===== config.mk =====
export PLATFORM = sky130hd
export DESIGN_NAME = coin_controller
export DESIGN_NICKNAME = d
export VERILOG_FILES = /design/src/rtl/coin_controller.sv
export SDC_FILE = /design/constraint.sdc
export NUM_CORES = 1
export LEC_CHECK = 0
export ABC_CLOCK_PERIOD_IN_PS = 3330
export BUFFER_PORTS_ARGS = -buffer_cell sky130_fd_sc_hd__buf_2
export CAP_MARGIN = 20
export CORE_MARGIN = 5
export CORE_UTILIZATION = 54
export DETAILED_ROUTE_END_ITERATION = 6
export GPL_TIMING_DRIVEN = 1
export PLACE_DENSITY = 0.82
export RECOVER_POWER = 25
export SYNTH_ARGS = -nofsm -noshare
export SYNTH_HDL_FRONTEND = slang
export SYNTH_SLANG_ARGS = --single-unit

===== constraint.sdc =====
create_clock -name clk -period 3.33 [get_ports clk]
set_input_delay 0.333 -clock clk [delete_from_list [all_inputs] [get_ports clk]]
set_output_delay 0.333 -clock clk [all_outputs]
set_load 0.02 [all_outputs]

===== src/rtl/coin_controller.sv =====
// coin_controller -- owns the single coin in the two-player game.
//
// On each frame tick the coin is tested for overlap against both Marios.
// A hit credits the collecting player (ties go to player 0), pulses collect
// and hides the coin off-screen. After RESPAWN_FRAMES ticks the coin is
// re-placed at a legal, Mario-free position chosen by a free-running LFSR.
// If no legal candidate turns up in MAX_TRIES cycles, it falls back to
// INIT_X/INIT_Y. When a score reaches WIN_SCORE the block freezes in
// GAME_OVER until reset.
//
// Ports:
//   clk, rst              system clock, asynchronous active-high reset
//   frame_tick            one-cycle pulse per video frame
//   mario_x/y, mario_x1/y1  player 0 / player 1 position (lower-left corner)
//   coin_x, coin_y        registered coin position (lower-left corner)
//   score0, score1        registered player scores
//   collect               one-cycle pulse per collection
//   game_over, winner     sticky end-of-game flag and winning player
module coin_controller #(
  parameter int W_MARIO        = 16,
  parameter int H_MARIO        = 16,
  parameter int W_COIN         = 8,
  parameter int H_COIN         = 8,
  parameter int X_MIN          = 10,
  parameter int X_MAX          = 580,
  parameter int Y_MIN          = 0,
  parameter int Y_MAX          = 200,
  parameter int INIT_X         = 300,
  parameter int INIT_Y         = 100,
  parameter int HIDDEN_X       = 1000,
  parameter int RESPAWN_FRAMES = 60,
  parameter int WIN_SCORE      = 10,
  parameter int MAX_TRIES      = 64
) (
  input  logic       clk,
  input  logic       rst,
  input  logic       frame_tick,
  input  logic [9:0] mario_x,
  input  logic [9:0] mario_y,
  input  logic [9:0] mario_x1,
  input  logic [9:0] mario_y1,
  output logic [9:0] coin_x,
  output logic [9:0] coin_y,
  output logic [7:0] score0,
  output logic [7:0] score1,
  output logic       collect,
  output logic       game_over,
  output logic       winner
);

  localparam int TW = $clog2(MAX_TRIES + 1);

  typedef enum logic [1:0] {
    ST_ACTIVE    = 2'd0,
    ST_COLLECTED = 2'd1,
    ST_PLACE     = 2'd2,
    ST_GAME_OVER = 2'd3
  } state_t;

  state_t          state, state_nx;
  logic [15:0]     lfsr, lfsr_nx;
  logic [7:0]      frame_cnt, frame_cnt_nx;
  logic [TW-1:0]   tries, tries_nx;
  logic [9:0]      coin_x_nx, coin_y_nx;
  logic [7:0]      score0_nx, score1_nx;
  logic            collect_nx, game_over_nx, winner_nx;
  logic            hit0, hit1, cand_ok;
  logic [9:0]      cand_x, cand_y;

  // Rectangle overlap in 11 bits so the sums never wrap; strict compares
  // mean edge-touching rectangles do not overlap.
  function automatic logic overlap(input logic [9:0] cx, input logic [9:0] cy,
                                   input logic [9:0] px, input logic [9:0] py);
    logic [10:0] cxw, cyw, pxw, pyw;
    cxw = {1'b0, cx};
    cyw = {1'b0, cy};
    pxw = {1'b0, px};
    pyw = {1'b0, py};
    overlap = (cxw < pxw + 11'(W_MARIO)) && (pxw < cxw + 11'(W_COIN)) &&
              (cyw < pyw + 11'(H_MARIO)) && (pyw < cyw + 11'(H_COIN));
  endfunction

  // Inclusive range test as one unsigned compare: values below lo wrap to
  // a large offset, which avoids a constant compare when lo is zero.
  function automatic logic in_range(input logic [9:0] v, input logic [10:0] lo,
                                    input logic [10:0] hi);
    logic [10:0] off;
    off      = {1'b0, v} - lo;
    in_range = (off <= (hi - lo));
  endfunction

  assign hit0    = overlap(coin_x, coin_y, mario_x, mario_y);
  assign hit1    = overlap(coin_x, coin_y, mario_x1, mario_y1);
  assign cand_x  = lfsr[9:0];
  assign cand_y  = {2'b00, lfsr[15:8]};
  assign cand_ok = in_range(cand_x, 11'(X_MIN), 11'(X_MAX)) &&
                   in_range(cand_y, 11'(Y_MIN), 11'(Y_MAX)) &&
                   !overlap(cand_x, cand_y, mario_x, mario_y) &&
                   !overlap(cand_x, cand_y, mario_x1, mario_y1);

  // Fibonacci LFSR, taps 16,14,13,11; free-running in every state.
  assign lfsr_nx = {lfsr[14:0], lfsr[15] ^ lfsr[13] ^ lfsr[12] ^ lfsr[10]};

  // Next-state and next-output logic for the coin FSM.
  always_comb begin
    state_nx     = state;
    frame_cnt_nx = frame_cnt;
    tries_nx     = tries;
    coin_x_nx    = coin_x;
    coin_y_nx    = coin_y;
    score0_nx    = score0;
    score1_nx    = score1;
    collect_nx   = 1'b0;
    game_over_nx = game_over;
    winner_nx    = winner;
    case (state)
      ST_ACTIVE: begin
        if (frame_tick && (hit0 || hit1)) begin
          collect_nx = 1'b1;
          coin_x_nx  = 10'(HIDDEN_X);
          if (hit0) begin
            score0_nx = score0 + 8'd1;
          end else begin
            score1_nx = score1 + 8'd1;
          end
          if ((hit0 && (score0_nx == 8'(WIN_SCORE))) ||
              (!hit0 && (score1_nx == 8'(WIN_SCORE)))) begin
            state_nx     = ST_GAME_OVER;
            game_over_nx = 1'b1;
            winner_nx    = !hit0;
          end else begin
            state_nx     = ST_COLLECTED;
            frame_cnt_nx = 8'd0;
          end
        end else begin
          state_nx = ST_ACTIVE;
        end
      end
      ST_COLLECTED: begin
        if (frame_tick) begin
          if (frame_cnt == 8'(RESPAWN_FRAMES - 1)) begin
            state_nx = ST_PLACE;
            tries_nx = {TW{1'b0}};
          end else begin
            frame_cnt_nx = frame_cnt + 8'd1;
          end
        end else begin
          frame_cnt_nx = frame_cnt;
        end
      end
      ST_PLACE: begin
        if (cand_ok) begin
          coin_x_nx = cand_x;
          coin_y_nx = cand_y;
          state_nx  = ST_ACTIVE;
        end else if (tries == TW'(MAX_TRIES - 1)) begin
          // Last allowed reject: fall back without any overlap check.
          coin_x_nx = 10'(INIT_X);
          coin_y_nx = 10'(INIT_Y);
          state_nx  = ST_ACTIVE;
        end else begin
          tries_nx = tries + TW'(1);
        end
      end
      ST_GAME_OVER: begin
        state_nx = ST_GAME_OVER;
      end
      default: begin
        state_nx = ST_ACTIVE;
      end
    endcase
  end

  // State, counters, LFSR and all registered outputs.
  always_ff @(posedge clk or posedge rst) begin
    if (rst) begin
      state     <= ST_ACTIVE;
      lfsr      <= 16'hACE1;
      frame_cnt <= 8'd0;
      tries     <= {TW{1'b0}};
      coin_x    <= 10'(INIT_X);
      coin_y    <= 10'(INIT_Y);
      score0    <= 8'd0;
      score1    <= 8'd0;
      collect   <= 1'b0;
      game_over <= 1'b0;
      winner    <= 1'b0;
    end else begin
      state     <= state_nx;
      lfsr      <= lfsr_nx;
      frame_cnt <= frame_cnt_nx;
      tries     <= tries_nx;
      coin_x    <= coin_x_nx;
      coin_y    <= coin_y_nx;
      score0    <= score0_nx;
      score1    <= score1_nx;
      collect   <= collect_nx;
      game_over <= game_over_nx;
      winner    <= winner_nx;
    end
  end

endmodule


## Yosys cells after proc, flatten, opt, wreduce, memory -nomap -nowiden

Cells that the tools add are included.

- $add $sub $neg: 13
- $mul: 0
- Divide/modulo/power cells: 0
- Magnitude comparators: 18
- Equal/unequal tests: 15
- Shift-type cells: 0
- Multiplexer cells: 31
- Bitwise operators: 3
- Reduce and logical (&&, ||, !) cells: 35

Operators by type and width:

| kind | count |
|---|---|
| less-than comparator 10 x 11 -> 1 bit | 13 |
| two-way mux 8 bit | 10 |
| two-way mux 10 bit | 5 |
| adder 10 x 5 -> 11 bit, second input constant | 4 |
| adder 10 x 4 -> 11 bit, second input constant | 3 |
| two-way mux 7 bit | 4 |
| adder 8 x 1 -> 8 bit, second input constant | 3 |
| less-than comparator 8 x 11 -> 1 bit | 2 |
| case mux 10 bit (2 select lines) | 1 |
| logical AND 1 bit | 18 |
| equality test 8 x 4 -> 1 bit, second input constant | 2 |
| case mux 8 bit (2 select lines) | 1 |
| inequality test 2 bit, second input constant | 7 |
| case mux 7 bit (2 select lines) | 1 |
| two-way mux 2 bit | 6 |
| less-or-equal comparator 11 x 10 -> 1 bit, second input constant | 1 |
| subtractor 10 x 4 -> 11 bit, second input constant | 1 |
| less-than comparator 10 x 9 -> 1 bit | 1 |
| AND reduction 5 bit | 2 |
| adder 8 x 4 -> 9 bit, second input constant | 1 |
| AND reduction 3 bit | 3 |
| equality test 8 x 6 -> 1 bit, second input constant | 1 |
| less-or-equal comparator 8 bit, second input constant | 1 |
| case mux 2 bit (4 select lines) | 1 |
| 12 further kinds | 23 |

- Register bits: 72
- Bits in latches: 0
- Bits in writable memories: 0
- Memory bits (read-only): 0
- Bits of input ports: 43
- Output and inout port bits: 39
- Word-level logic and storage cells: 126
- Memories kept: 0

## Logic depth before layout (Yosys ltp)

- Depth after elaboration: 15
- Gate-level depth with buffers: 14
- Gate-level depth less buffers: 14

## Least setup slack after synthesis

No wires, ideal clock.

- Path kind: register to register
- Start: reg coin_x[3]
- End: reg state[1]
- Setup time: 0.124 ns
- Arrival: 3.058 ns
- Path slack: 0.148 ns
- Cell stages (with the launch flop): 12
- Period minus slack after synthesis: 3.182 ns
- Path through: dfstp_2 -> ha_1 -> and3_1 -> xnor2_1 -> ha_1 -> and4_1 -> a221oi_1 -> o2111ai_2 -> nor2_1 -> mux2_2 -> and2_1 -> or2_1

- Word-level cells in the longest chain between the ends: 14
- Elaborated cells between the ends (all ways): 28

RTL lines:

| item | line | source |
|---|---|---|
| start: declaration | 42 | `output logic [9:0] coin_x,` |
| start signal: assignment | 181 | `coin_x <= 10'(INIT_X);` |
| start signal: assignment | 193 | `coin_x <= coin_x_nx;` |
| adder 10 x 4 -> 11 bit | 79 | `overlap = (cxw < pxw + 11'(W_MARIO)) && (pxw < cxw + 11'(W_COIN)) &&` |
| less-than comparator 10 x 11 -> 1 bit | 79 |  |
| logical AND 1 bit (2 in a row) | 79 |  |
| logical AND 1 bit | 80 | `(cyw < pyw + 11'(H_MARIO)) && (pyw < cyw + 11'(H_COIN));` |
| two-way mux 8 bit | 121 | `if (hit0) begin` |
| two-way mux 8 bit | 118 | `if (frame_tick && (hit0 \|\| hit1)) begin` |
| two-way mux 8 bit | 116 | `case (state)` |
| equality test 8 x 4 -> 1 bit (on tied branches) | 126, 127 |  |
| logical AND 1 bit (on tied branches) | 126, 127 |  |
| logical OR 1 bit | 126 | `if ((hit0 && (score0_nx == 8'(WIN_SCORE))) \|\|` |
| two-way mux 2 bit | 126 |  |
| two-way mux 2 bit (*) | 118 |  |
| case mux 2 bit (4 select lines) (*) | 116 |  |
| end signal: assignment | 189 | `state <= state_nx;` |
| end: declaration | 60 | `state_t state, state_nx;` |

Mark *: on every way between the ends. The rest lies on a longest branch, timed or not. The select of a mux whose other input is x is not followed.
A chain may end at the register's enable or synchronous reset.

## Worst setup path after layout

- Start: reg lfsr[7]
- End: reg coin_x[7]

- Word-level cells in the longest chain between the ends: 10
- Elaborated cells between the ends (all ways): 22

RTL lines:

| item | line | source |
|---|---|---|
| start: declaration | 61 | `logic [15:0] lfsr, lfsr_nx;` |
| start signal: assignment | 190 | `lfsr <= lfsr_nx;` |
| adder 10 x 4 -> 11 bit | 79 |  |
| less-than comparator 10 x 11 -> 1 bit | 79 |  |
| logical AND 1 bit (2 in a row) | 79 |  |
| logical AND 1 bit | 80 |  |
| zero test 1 bit | 98 | `!overlap(cand_x, cand_y, mario_x, mario_y) &&` |
| logical AND 1 bit | 97 | `in_range(cand_y, 11'(Y_MIN), 11'(Y_MAX)) &&` |
| logical AND 1 bit | 98 |  |
| inequality test 3 bit (no line) / two-way mux 10 bit (equally long branches) | - |  |
| AND reduction 3 bit (no line) / case mux 10 bit (2 select lines) (equally long branches) | - |  |

Parallel ways exist; a longest one is shown, timed or not.

==> results.yml <==
yosys:
  ys_top_cells_by_area: "ha_1, dfrtp_1, dfstp_2"
  synth.top_cell.area_share_pct: 26.7
  ys_async_sr_fraction_pct: 100
  ys_ff_latch: 70
  ys_seq_area_share_pct: 26.1
  yosysTopAreaCell: "ha_1"
  ys_types: 69
  syn_area_per_cell_sq_um: 9.37
  synthCells: 724
  yosys_warnings: 0
  syn_area_sq_um: 6790
  synth_edf_count: 0
  synth_ff_type: "dfrtp_1"
run_status:
  violations: "capacitance limit, slew limit"
  outcome: "complete, but fails checks"
clocking:
  clk_pin_slew_ns: 0.06
  cts_tree: "done"
  clkSinkCount: 70
  insertion_delay_ns: 0.34
  cts_root_buf: "clkbuf_16"
  cts_hold_buf: 0
  htree_levels: 3
  cts_buffer_depth: 2
  cts_buffers: 9
min_path:
  min-delay-path-class: "flop to flop"
final_layout:
  fin_nets: 1028
  layout-drive-gt1-share_pct: 21.1
  instances_no_fill: 1017
  synthToLayoutAreaGrowth_pct: 17.8
  antenna_cells: 0
  post-route-util_pct: 64.1
  final_cell_mix: "ha_1, buf_2, dfrtp_1, a21oi_1, inv_1"
  final_common_cell: "ha_1"
pwr:
  seq_power_share_pct: 37.9
  p_sw_mw: 1.03
  peakVddDrop_mv: 0.359
  comb_power_share_pct: 29.3
  p_int_mw: 1.93
  p_leak_nw: 3.86
  p_sw_share_pct: 34.8
  pwr-share-clk_pct: 32.8
  powerDensity_nw_per_um2: 370
  finalPower_mw: 2.96
routing:
  drt.antenna.violating_nets: 0
  firstDrtPassIters: 5
  drt_wl_total_um: 18200
  routedWlPerCell_um: 17.9
  vias_per_cell: 6.04
  route.detailed.drc: 0
  num_vias: 6141
  drt-initial-drc-count: 407
global_routing:
  overflow: 0
  antenna_found_initial: 0
  grt_pass1_wl_um: 29200
  grt_max_degree: 71
  grt_pass1_vias: 5922
  grt_usage_pct: 24.6
setup_path:
  arrival_ns: 3.49
  cp-end-kind: "flop"
  worst-r2r-setup-slack_ns: 0.05
  critPathRequiredTime_ns: 3.54
  critPathSlowestCell: "dfstp_2"
  worstPathMaxFanout: 10
  cp_cell_sequence: "clkbuf_1 > xor2_1 > ha_1 > and3_1 > o211ai_1 > a21oi_1 > o31ai_4 > o22ai_4 > buf_4 > nand2_4 > a221o_1"
  critical_path_class: "flop to flop"
  slowest_delay_ns: 0.52
  start_kind: "flop"
job:
  maxCapViolations: 1
floorplan:
  die_w_um: 122
  die-area_sq_um: 14900
  die_h_um: 122
  placementRows: 41
  start_util_pct: 54.4
  core_area_sq_um: 12500
  io_pins: 82
sta:
  finalSetupViolations: 0
  tightest_slew_ns: 1.72
  fin_skew_ns: 0.00965
  slew_violations: 71
  relSlewSlack_pct: -14.6
  fmax_mhz: 305
  holdWs_ns: 0.440
  min_period_ns: 3.28
  post-route-period-util_pct: 98.5
  hold_viol_final: 0
place:
  port-buffer-count: 79
  hpwl_um: 14000
  routabilityCongestion: 0.935
  dpl.cell_count: 996
repair_timing:
action / CTS / global route
resized for setup: 0 / 20
buffers inserted: 0 / 5
endpoints found under the setup margin: 0 / 49
path summary, 6_finish.rpt:
| path | cells past startpoint | end | start |
|---|---|---|---|
| worst max-delay path | 11 | coin_x[7] | lfsr[7] |
| worst min-delay path | 0 | lfsr[11] | lfsr[10] |
| worst max register to register | 11 | coin_x[7] | lfsr[7] |
| worst min register to register | 0 | lfsr[11] | lfsr[10] |
| max in group asynchronous | 3 | coin_x[0] | rst |
| min in group asynchronous | 3 | score1[7] | rst |
stage by stage:
step / TNS, ns / worst slack [ns] / area, sq um
global route: -0.0364 / -0.0211 / 7990
floorplan: 0 / 0.148 / 6790
detailed placement: 0 / 0.0483 / 7550
CTS: 0 / 0.0386 / 7860
finish: 0 / 0.0487 / 7990
global placement: 0 / 0.125 / 7550
state kept, by name, summed over array words and instances (netlist names), 2 cells and up:
signal	count
score1	8
score0	8
state	2
tries	7
lfsr	16
coin_y	8
coin_x	10
frame_cnt	8
power groups by stage:
stage | Sequential (mW) | Combinational [mW] | Clock, mW
floorplan | 1.14 | 0.537 | 0
global placement | 1.12 | 0.807 | 0
detailed placement | 1.12 | 0.830 | 0
CTS | 1.11 | 0.838 | 0.979
global route | 1.14 | 0.989 | 1.01
finish | 1.12 | 0.867 | 0.969
worst max-delay path, delay by kind of cell, from the launching register on:
family                     cells  cell delay (ns)
AOI/OAI and AO/OA              5             1.27
xor gates and xnor gates       1             0.19
adders and majority gates      1             0.31
buffers and inverters          2             0.61
DFF                            1             0.52
and+or+nand+nor                2             0.26
metal layers:
layer / track usage (%) / wire length, um
met1: 33.4 / 8080
met2: 40.0 / 8530
met3: 3.76 / 1130
met4: 8.33 / 464
met5: 0 / 0
final cells by class:
| class | instances | area (sq um) |
|---|---|---|
| Inverter | 50 | 188 |
| Fill cell | 1044 | 4470 |
| Multi-Input combinational cell | 596 | 4880 |
| Clock buffer | 11 | 243 |
| Timing Repair Buffer | 113 | 641 |
| Tap cell | 172 | 215 |
| Clock inverter | 5 | 58.8 |
| Sequential cell | 70 | 1770 |
synthesized netlist by cell type, types with 3 or more instances:
| master | number |
|---|---|
| o21a_1 | 3 |
| dfrtp_1 | 55 |
| nand4_1 | 11 |
| mux2i_1 | 7 |
| a22o_1 | 8 |
| a211o_1 | 5 |
| nor2_1 | 27 |
| inv_1 | 49 |
| xor2_1 | 23 |
| a21o_1 | 17 |
| o211ai_1 | 16 |
| dfstp_2 | 15 |
| nor2b_1 | 5 |
| or3_1 | 3 |
| nor3_2 | 3 |
| nand2b_1 | 16 |
| a211oi_1 | 11 |
| ha_1 | 145 |
| a2111oi_0 | 7 |
| o2111ai_1 | 6 |
| or2_1 | 3 |
| buf_4 | 3 |
| a221oi_1 | 3 |
| a221o_1 | 3 |
| and3_1 | 14 |
| nor4_1 | 7 |
| a21oi_1 | 54 |
| o21ai_0 | 23 |
| o311a_1 | 3 |
| mux2_2 | 3 |
| nand2_1 | 36 |
| nor3_1 | 18 |
| nand3_1 | 40 |
| xnor2_1 | 24 |
| a31oi_1 | 12 |
cells by family (layout without fill, tap and decap cells):
group,count (synthesis),after routing,share of synthesized area (%)
compound gates,192,192,19.8
buf+inv,59,179,3.69
xor+xnor,47,47,6.07
simple gates,200,200,16.0
flops,70,70,26.1
fa+ha+maj,145,145,26.7
other cells,1,2,0.0553
mux,10,10,1.53
Power figures use the tool's default switching activity.
